File: src/rtl/vipvfr_timing_pkg.sv
// Shared constants for the VIP raster timing counters.
// No logic; widths and field encodings only.
// Not applicable: no flow control.
package vipvfr_timing_pkg;
    localparam int   H_WIDTH_DEF = 14;
    localparam int   V_WIDTH_DEF = 13;
    localparam logic FIELD_0     = 1'b0;
    localparam logic FIELD_1     = 1'b1;
endpackage

File: src/rtl/alt_vipvfr131_common_plane_sequencer.sv
// Colour-plane sequencer: tracks which plane of a sample is on the bus.
// Latency: sample_ticks registered, start/count strobes combinational.
// Backpressure: enable low holds the plane index; sclr returns it to plane 0.
module alt_vipvfr131_common_plane_sequencer #(
    parameter int NUMBER_OF_COLOUR_PLANES       = 3,
    parameter int COLOUR_PLANES_ARE_IN_PARALLEL = 1,
    parameter int LOG2_NUMBER_OF_COLOUR_PLANES  = 2
) (
    input  logic                                    clk,
    input  logic                                    rst,
    input  logic                                    sclr,
    input  logic                                    enable,
    output logic [LOG2_NUMBER_OF_COLOUR_PLANES-1:0] sample_ticks,
    output logic                                    start_of_sample,
    output logic                                    count_sample
);
    localparam int LW = LOG2_NUMBER_OF_COLOUR_PLANES;
    localparam logic [LW-1:0] LAST_PLANE = LW'(NUMBER_OF_COLOUR_PLANES - 1);
    localparam logic [LW-1:0] TICK_ONE   = LW'(1);
    localparam bit PARALLEL = (COLOUR_PLANES_ARE_IN_PARALLEL != 0);

    logic last_plane;

    // In parallel mode every enabled cycle is a whole sample, so the index never leaves 0.
    assign last_plane      = PARALLEL || (sample_ticks == LAST_PLANE);
    assign start_of_sample = PARALLEL || (sample_ticks == '0);
    assign count_sample    = enable && last_plane;

    always_ff @(posedge clk or posedge rst) begin
        if (rst) begin
            sample_ticks <= '0;
        end else if (sclr) begin
            sample_ticks <= '0;
        end else if (enable) begin
            if (last_plane) begin
                sample_ticks <= '0;
            end else begin
                sample_ticks <= sample_ticks + TICK_ONE;
            end
        end
    end
endmodule

File: src/rtl/alt_vipvfr131_common_timing_counter.sv
// Raster timing counter: horizontal sample, line-in-field and field position.
// Latency: counters registered; strobes and active window combinational off them.
// Backpressure: enable low freezes all state and silences strobes; sclr preloads.
module alt_vipvfr131_common_timing_counter
    import vipvfr_timing_pkg::*;
#(
    parameter int H_WIDTH                       = H_WIDTH_DEF,
    parameter int V_WIDTH                       = V_WIDTH_DEF,
    parameter int NUMBER_OF_COLOUR_PLANES       = 3,
    parameter int COLOUR_PLANES_ARE_IN_PARALLEL = 1,
    parameter int LOG2_NUMBER_OF_COLOUR_PLANES  = 2,
    parameter int TOTALS_MINUS_ONE              = 0
) (
    input  logic                                    clk,
    input  logic                                    rst,
    input  logic                                    sclr,
    input  logic                                    enable,
    input  logic                                    interlaced,
    input  logic [H_WIDTH-1:0]                      h_total,
    input  logic [V_WIDTH-1:0]                      v_total_f0,
    input  logic [V_WIDTH-1:0]                      v_total_f1,
    input  logic [H_WIDTH-1:0]                      h_reset,
    input  logic [V_WIDTH-1:0]                      v_reset,
    input  logic                                    field_reset,
    input  logic [H_WIDTH-1:0]                      h_active_start,
    input  logic [H_WIDTH-1:0]                      h_active_end,
    input  logic [V_WIDTH-1:0]                      v_active_start,
    input  logic [V_WIDTH-1:0]                      v_active_end,
    output logic [LOG2_NUMBER_OF_COLOUR_PLANES-1:0] sample_ticks,
    output logic                                    start_of_sample,
    output logic                                    count_sample,
    output logic [H_WIDTH-1:0]                      h_count,
    output logic [V_WIDTH-1:0]                      v_count,
    output logic                                    field,
    output logic                                    new_line,
    output logic                                    end_of_field,
    output logic                                    end_of_frame,
    output logic                                    active
);
    localparam logic [H_WIDTH-1:0] H_ONE = H_WIDTH'(1);
    localparam logic [V_WIDTH-1:0] V_ONE = V_WIDTH'(1);

    logic [H_WIDTH-1:0] h_lim;
    logic [V_WIDTH-1:0] v_total_sel;
    logic [V_WIDTH-1:0] v_lim;

    alt_vipvfr131_common_plane_sequencer #(
        .NUMBER_OF_COLOUR_PLANES      (NUMBER_OF_COLOUR_PLANES),
        .COLOUR_PLANES_ARE_IN_PARALLEL(COLOUR_PLANES_ARE_IN_PARALLEL),
        .LOG2_NUMBER_OF_COLOUR_PLANES (LOG2_NUMBER_OF_COLOUR_PLANES)
    ) u_plane_seq (
        .clk            (clk),
        .rst            (rst),
        .sclr           (sclr),
        .enable         (enable),
        .sample_ticks   (sample_ticks),
        .start_of_sample(start_of_sample),
        .count_sample   (count_sample)
    );

    // The limit follows the field being counted, not the interlaced flag, so a
    // field in progress when interlacing is switched off still uses its own height.
    assign v_total_sel = (field == FIELD_1) ? v_total_f1 : v_total_f0;
    assign h_lim = (TOTALS_MINUS_ONE != 0) ? h_total     : h_total - H_ONE;
    assign v_lim = (TOTALS_MINUS_ONE != 0) ? v_total_sel : v_total_sel - V_ONE;

    // >= rather than == so a total reprogrammed below the count wraps at once.
    assign new_line     = !sclr && count_sample && (h_count >= h_lim);
    assign end_of_field = new_line && (v_count >= v_lim);
    assign end_of_frame = end_of_field && (!interlaced || (field == FIELD_1));

    assign active = (h_count >= h_active_start) && (h_count < h_active_end) &&
                    (v_count >= v_active_start) && (v_count < v_active_end);

    always_ff @(posedge clk or posedge rst) begin
        if (rst) begin
            h_count <= '0;
            v_count <= '0;
            field   <= FIELD_0;
        end else if (sclr) begin
            h_count <= h_reset;
            v_count <= v_reset;
            field   <= field_reset && interlaced;
        end else if (new_line) begin
            h_count <= '0;
            if (end_of_field) begin
                v_count <= '0;
                field   <= interlaced ? ~field : FIELD_0;
            end else begin
                v_count <= v_count + V_ONE;
            end
        end else if (count_sample) begin
            h_count <= h_count + H_ONE;
        end
    end
endmodule

File: config.mk
export PLATFORM = sky130hd
export DESIGN_NAME = alt_vipvfr131_common_timing_counter
export DESIGN_NICKNAME = d
export VERILOG_FILES = /design/src/rtl/vipvfr_timing_pkg.sv /design/src/rtl/alt_vipvfr131_common_plane_sequencer.sv /design/src/rtl/alt_vipvfr131_common_timing_counter.sv
export SDC_FILE = /design/constraint.sdc
export NUM_CORES = 1
export LEC_CHECK = 0
export ABC_AREA = 1
export CORE_MARGIN = 2
export CORE_UTILIZATION = 42
export DETAILED_ROUTE_END_ITERATION = 7
export PLACE_DENSITY = 0.79
export SLEW_MARGIN = 20
export SYNTH_ARGS = -nofsm -noshare
export SYNTH_HDL_FRONTEND = slang
export SYNTH_SLANG_ARGS = --single-unit
File: constraint.sdc
create_clock -name clk -period 2.8 [get_ports clk]
set_input_delay 0.42 -clock clk [delete_from_list [all_inputs] [get_ports clk]]
set_output_delay 0.42 -clock clk [all_outputs]
set_load 0.02 [all_outputs]
==> results of run 1 <==
layout make-up:
| class | instances | area (um2) |
|---|---|---|
| inverter | 112 | 430.4 |
| multi-input combinational | 517 | 3671 |
| timing repair buffer | 258 | 2354 |
| fill | 768 | 3018 |
| tap | 136 | 170.2 |
| clock inverter | 1 | 30.03 |
| clock buffer | 3 | 41.29 |
| sequential | 28 | 701.9 |
synthesized netlist by cell type (2+ instances only):
cell,n
or2_2,5
nor2_1,48
inv_2,4
conb_1,2
xor2_1,33
nor3_1,13
a22oi_1,11
clkbuf_1,5
inv_1,108
o21ai_0,21
nand2_2,3
nand3b_1,8
ha_1,83
or2_1,2
dfrtp_1,28
a21oi_1,42
nand4_1,17
buf_2,2
nor4_1,2
xnor2_1,10
mux2i_1,3
o211ai_1,2
nand2_1,129
nand3_1,61
nor2_2,2
o21ai_2,6
o21a_1,3
buf_4,5
metrics by stage:
| step | instance area [um2] | hold WS, ns | std cells | power [uW] |
|---|---|---|---|---|
| global route | 7398 | 0.3639 | 1055 | 2692 |
| global placement | 6813 | 0.5424 | 1024 | 1926 |
| finish | 7398 | 0.3460 | 1055 | 2525 |
| floorplan | 4596 | 0.4853 | 671 | 1322 |
| CTS | 7228 | 0.3530 | 1048 | 2401 |
| detailed placement | 6813 | 0.5392 | 1024 | 1995 |
where the power goes:
part / internal (uW) / switching, uW
clock: 192 / 136
combinational: 791 / 825
sequential: 453 / 127
critical path, cell delays in order (launching register included):
cell,delay [ns]
dfrtp_2,0.47
buf_6,0.16
mux2i_2,0.29
buf_4,0.19
nand4_1,0.15
nor3_2,0.23
xnor2_1,0.11
ha_1,0.39
nand2_2,0.11
nand2_1,0.06
nand3_1,0.07
nand2_1,0.10
a21oi_2,0.22
nand3_2,0.14
nand3_4,0.12
inv_2,0.04
buf_2,0.15
worst max path at each step:
| stage | start | to | slack (ns) | cells after the start |
|---|---|---|---|---|
| after detailed placement | h_total[1] | end_of_frame | -1.25 | 21 |
| final | field$_DFFE_PP0P_ | end_of_field | -0.90 | 16 |
| after global placement | h_total[0] | end_of_frame | -1.10 | 21 |
| after global routing | field$_DFFE_PP0P_ | end_of_field | -0.99 | 16 |
| after floorplan | field$_DFFE_PP0P_ | end_of_frame | -0.25 | 17 |
| after CTS | v_total_f1[0] | end_of_frame | -0.60 | 18 |
registers in the layout (all words and copies together), names as in the netlist:
name / cells
h_count: 14
v_count: 13
field: 1
layer usage:
metal / share of wire [%] / GRT usage (%) / routed length [um] / vias up
li1: - / - / - / 2706
met1: 38 / 31.03 / 6575 / 2649
met3: 6.7 / 3.814 / 1168 / 81
met2: 51 / 51.93 / 8769 / 300
met5: 0 / 0 / 0 / -
met4: 4.8 / 9.615 / 834 / 0
cell families after synthesis:
group / Yosys count / share of synthesized area (%)
AOI/OAI and AO/OA: 88 / 11.45
xor gates and xnor gates: 43 / 8.308
adders and majority gates: 83 / 22.91
buffers and inverters: 127 / 11.37
DFF: 28 / 15.46
muxes: 3 / 0.6625
other: 2 / 0.1657
and+or+nand+nor: 296 / 29.67
what timing repair did:
item	4_1_cts	5_1_grt
hold buffers	0	0
cloned	1	0
pin swaps	58	28
setup buffers	34	7
endpoints found under the setup margin	32	32
resized for setup	93	40
==> flow_metrics.py, run 1 <==
metrics = {
    "placed_design": {
        "gp_congestion": 0.9175,
        "pre_cts_ws_ns": -1.255,
        "hpwlAfterDp_mm": 12.38,
        "portBuffers": 159,
    },
    "global_route": {
        "grt_pass1_vias": 5641,
        "antenna_found_initial": 0,
        "grt_overflow": 0,
        "grt_use_total_pct": 27.44,
        "grt_pass1_wl_mm": 25.81,
        "grt_start_max_net_pins": 31,
    },
    "status": {
        "outcome": "finished, violations left",
        "violations": "setup timing",
    },
    "detailed_routing": {
        "drt_wl_total_mm": 17.35,
        "routedWlPerCell_um": 16.44,
        "routed_via_density": 5.437,
        "drt-initial-drc-count": 382,
        "antenna_left": 0,
        "drc": 0,
        "vias": 5736,
        "drtPass1Iterations": 7,
    },
    "floorplanning": {
        "io_pins": 163,
        "die_y_um": 107.9,
        "die-area_um2": 11640,
        "die_x_um": 107.9,
        "core_um2": 10420,
        "start_util_pct": 43.52,
        "placementRows": 37,
    },
    "cells_and_area": {
        "areaGrowthSynthToFinish_pct": 63.21,
        "diodes": 0,
        "fin_nets": 1130,
        "drive_above_1_share_pct": 21.44,
        "layout_commonest_cell": "clkdlybuf4s50_1",
        "final_util_pct": 71.03,
        "layout_common_cells": "145 x clkdlybuf4s50_1, 117 x nand2_1, 102 x inv_1, 89 x buf_4, 79 x ha_1",
    },
    "setup_path": {
        "worstSetupEndpointType": "output port",
        "worstReg2RegStart": "field$_DFFE_PP0P_",
        "path_max_fanout": 6,
        "arrival_ns": 3.28,
        "path_class": "reg -> out",
        "start_kind": "flop",
        "critical_path_required_ns": 2.38,
        "r2r_cells": 18,
        "r2r_slack_ns": -0.56,
        "r2r-end": "v_count[11]$_DFFE_PP0P_",
    },
    "timing": {
        "finalWorstSetupSlack_ns": -0.9035,
        "maxSlewHeadroom_pct": 26.30,
        "clock.fmax_ghz": 0.2700,
        "hold_violations": 0,
        "min_period_ns": 3.703,
        "tns_ns": -9.466,
        "grt_setup_unrepaired": "true",
        "fin_skew_ns": 0.01124,
        "finalSetupViolCount": 24,
        "worstMarginPinSlew_ns": 1.101,
        "slew_viol_final": 0,
        "timing.final.crit_share_pct": 132.3,
    },
    "clocking": {
        "cts_tree": "yes",
        "root_buffer": "clkbuf_8",
        "cts_buffers": 3,
        "ctsLongestPathBuffers": 2,
        "clk_latency_ns": 0.29,
        "clkTransAtPathRegs_ns": 0.11,
        "cts.sinks": 28,
        "htree_levels": 1,
    },
    "synthesis": {
        "synthArstFlopShare_pct": 100.0,
        "ys_top_cells_by_area": "ha_1 23%, dfrtp_1 15%, nand2_1 11%",
        "synth_cells": 670,
        "ys.warnings.count": 0,
        "synth_top_area_cell": "ha_1",
        "avgSynthCellArea_um2": 6.766,
        "yosysSeqAreaShare_pct": 15.46,
        "synth_cell_type_count": 40,
        "synth_edf_count": 0,
        "synth_ff_type": "dfrtp_1",
        "synth-seq-cells": 28,
        "netlist_area_um2": 4533,
        "yosysTopAreaCellShare_pct": 22.91,
    },
    "job": {
        "cap_viol_max_count": 0,
    },
    "power": {
        "power.density_nw_per_um2": 341.2,
        "leakage_uw": 0.003694,
        "peakVddDrop_mv": 0.2714,
    },
    "min_path": {
        "hold_path_class": "in -> async",
    },
}
No activity file was read; power rests on OpenSTA's default activity.
==> inputs of run 2 (changes only) <==
--- a/config.mk
+++ b/config.mk
@@ -9,6 +9,7 @@
 export CORE_MARGIN = 2
 export CORE_UTILIZATION = 42
 export DETAILED_ROUTE_END_ITERATION = 7
+export MAX_ROUTING_LAYER = met4
 export PLACE_DENSITY = 0.79
 export SLEW_MARGIN = 20
 export SYNTH_ARGS = -nofsm -noshare
==> flow_metrics.py, run 2 (synthesis gave the netlist of run 1 again) <==
metrics = {
    "status": {
        "outcome": "finished, violations left",
        "violations": "setup timing",
    },
    "cells_and_area": {
        "layout.cells.non_filler": 1055,
        "layout_commonest_cell": "clkdlybuf4s50_1",
        "top_register": "h_count",
        "areaGrowthSynthToFinish_pct": 63.21,
        "largest_reg_flops": 14,
        "layout_common_cells": "145 x clkdlybuf4s50_1, 117 x nand2_1, 102 x inv_1, 89 x buf_4, 79 x ha_1",
        "fin_nets": 1130,
        "drive_above_1_share_pct": 21.44,
        "seq_area_um2": 701.9,
        "largestRegisters": "h_count: 14 flops, v_count: 13 flops, field: 1 flops",
        "fill_cells": 768,
        "fin_area_um2": 7398,
        "multi_input_area_um2": 3671,
        "diodes": 0,
    },
    "detailed_routing": {
        "drt-initial-drc-count": 374,
        "drc": 0,
        "antenna_left": 0,
        "routedWlPerCell_um": 16.50,
        "drtPass1Iterations": 5,
        "vias": 5727,
        "drt_wl_total_mm": 17.41,
        "routed_via_density": 5.428,
    },
    "placed_design": {
        "gp_congestion": 0.9335,
        "hpwlAfterDp_mm": 12.38,
        "dpl.cell_count": 1024,
        "portBuffers": 159,
        "place_area_um2": 6813,
    },
    "clocking": {
        "clkTransAtPathRegs_ns": 0.11,
        "htree_levels": 1,
        "root_buffer": "clkbuf_8",
        "ctsLongestPathBuffers": 2,
        "clk_latency_ns": 0.29,
        "holdBufCountCts": 0,
        "cts.sinks": 28,
        "cts_tree": "yes",
        "cts_buffers": 3,
    },
    "floorplanning": {
        "start_util_pct": 43.52,
        "core_um2": 10420,
        "placementRows": 37,
        "die-area_um2": 11640,
        "die_y_um": 107.9,
        "die_x_um": 107.9,
        "io_pins": 163,
    },
    "setup_path": {
        "crit_chain": "buf_6 -> mux2i_2 -> buf_4 -> nand4_1 -> nor3_2 -> xnor2_1 -> ha_1 -> nand2_2 -> nand2_1 -> nand3_1 -> nand2_1 -> a21oi_2 -> nand3_2 -> nand3_4 -> inv_2 -> buf_2",
        "arrival_ns": 3.29,
        "path_max_fanout": 6,
        "critPathTopFamily": "simple AND/OR/NAND/NOR gates",
        "start_kind": "flop",
        "cp_common_cell": "nand2_1",
        "path_class": "reg -> out",
        "critPathSlowestCell": "dfrtp_2",
        "worstSetupEndpointType": "output port",
        "critical_path_required_ns": 2.38,
        "slowest_delay_ns": 0.47,
        "path_buf_inv": 4,
    },
    "global_route": {
        "grt_start_max_net_pins": 31,
        "grt_pass1_wl_mm": 25.84,
        "grt_use_total_pct": 28.23,
        "grt_overflow": 0,
        "grt_pass1_vias": 5634,
        "antenna_found_initial": 0,
    },
    "timing": {
        "min_period_ns": 3.711,
        "finalWorstSetupSlack_ns": -0.9106,
        "slew_viol_final": 0,
        "grt_setup_unrepaired": "true",
        "timing.final.crit_share_pct": 132.5,
        "maxSlewHeadroom_pct": 26.00,
        "worstMarginPinSlew_ns": 1.106,
        "hold_ws_ns": 0.3427,
        "finalSetupViolCount": 25,
        "hold_violations": 0,
        "clock.fmax_ghz": 0.2695,
        "fin_skew_ns": 0.01065,
    },
    "job": {
        "cap_viol_max_count": 0,
    },
    "min_path": {
        "hold_path_class": "in -> async",
    },
    "power": {
        "peakVddDrop_mv": 0.2741,
        "leakage_uw": 0.003694,
        "power.density_nw_per_um2": 342.2,
    },
}
-- run 2: cell counts in the layout (fill, tap and decap cells not counted) --
No cell type changed its count.
-- run 2: through the flow --
| stage | total power (uW) | worst slack, ns | setup TNS, ns | util (%) |
|---|---|---|---|---|
| after detailed placement | 1995 | -1.255 | -17.34 | 65.41 |
| after CTS | 2401 | -0.6029 | -4.032 | 69.39 |
| after floorplan | 1322 | -0.2483 | -0.7969 | - |
| final | 2532 | -0.9106 | -9.688 | 71.03 |
| after global routing | 2692 | -0.9852 | -12.74 | 71.03 |
| after global placement | 1926 | -1.101 | -12.76 | 65.41 |
-- run 2: worst reg2reg max path, cell delays in order, from the launching register on --
cell	delay, ns
dfrtp_2	0.47
buf_6	0.16
mux2i_2	0.29
buf_4	0.19
nand4_1	0.15
nor3_2	0.22
xnor2_1	0.16
ha_1	0.33
nand2_2	0.12
nand2_1	0.07
nand3_1	0.07
nand2_1	0.10
a21oi_2	0.23
buf_4	0.16
buf_4	0.11
nand2_4	0.07
nor2_4	0.19
nand4_1	0.12
nand2_1	0.11
-- run 2: path summary, 6_finish.rpt --
check | start | to | slack, ns | cells past startpoint
max in group asynchronous | rst | field$_DFFE_PP0P_ | 1.96 | 3
min | rst | v_count[2]$_DFFE_PP0P_ | 0.34 | 2
min in group clk | h_count[0]$_DFFE_PP0P_ | h_count[0]$_DFFE_PP0P_ | 0.56 | 1
max reg2reg | field$_DFFE_PP0P_ | v_count[11]$_DFFE_PP0P_ | -0.57 | 18
max | field$_DFFE_PP0P_ | end_of_field | -0.91 | 16
min reg2reg | h_count[0]$_DFFE_PP0P_ | h_count[0]$_DFFE_PP0P_ | 0.56 | 1
-- run 2: layout make-up --
| type | instances | area share (%) |
|---|---|---|
| Inverter | 112 | 5.818 |
| Clock buffer | 3 | 0.5581 |
| Timing Repair Buffer | 258 | 31.81 |
| Clock inverter | 1 | 0.4059 |
| Sequential cell | 28 | 9.488 |
| Multi-Input combinational cell | 517 | 49.62 |
| Tap cell | 136 | 2.300 |
-- run 2: routing by layer --
metal / track usage (%) / vias up / wire length, um
met2: 52.07 / 295 / 8835
met3: 3.753 / 79 / 1138
li1: - / 2705 / -
met5: - / - / 0
met4: 9.341 / 0 / 794
met1: 31.18 / 2648 / 6641
-- run 2: repair_timing --
action / in CTS / in global routing
pin swaps: 58 / 28
cloned: 1 / 0
endpoints found under the hold margin: 0 / 0
buffers inserted: 34 / 7
gates resized for setup: 93 / 40
endpoints found under the setup margin: 32 / 32
-- run 2: power by group --
part	internal, uW	switching, uW	leakage, uW
clock	192	141	0.0000357
combinational	791	827	0.00332
sequential	453	128	0.000341
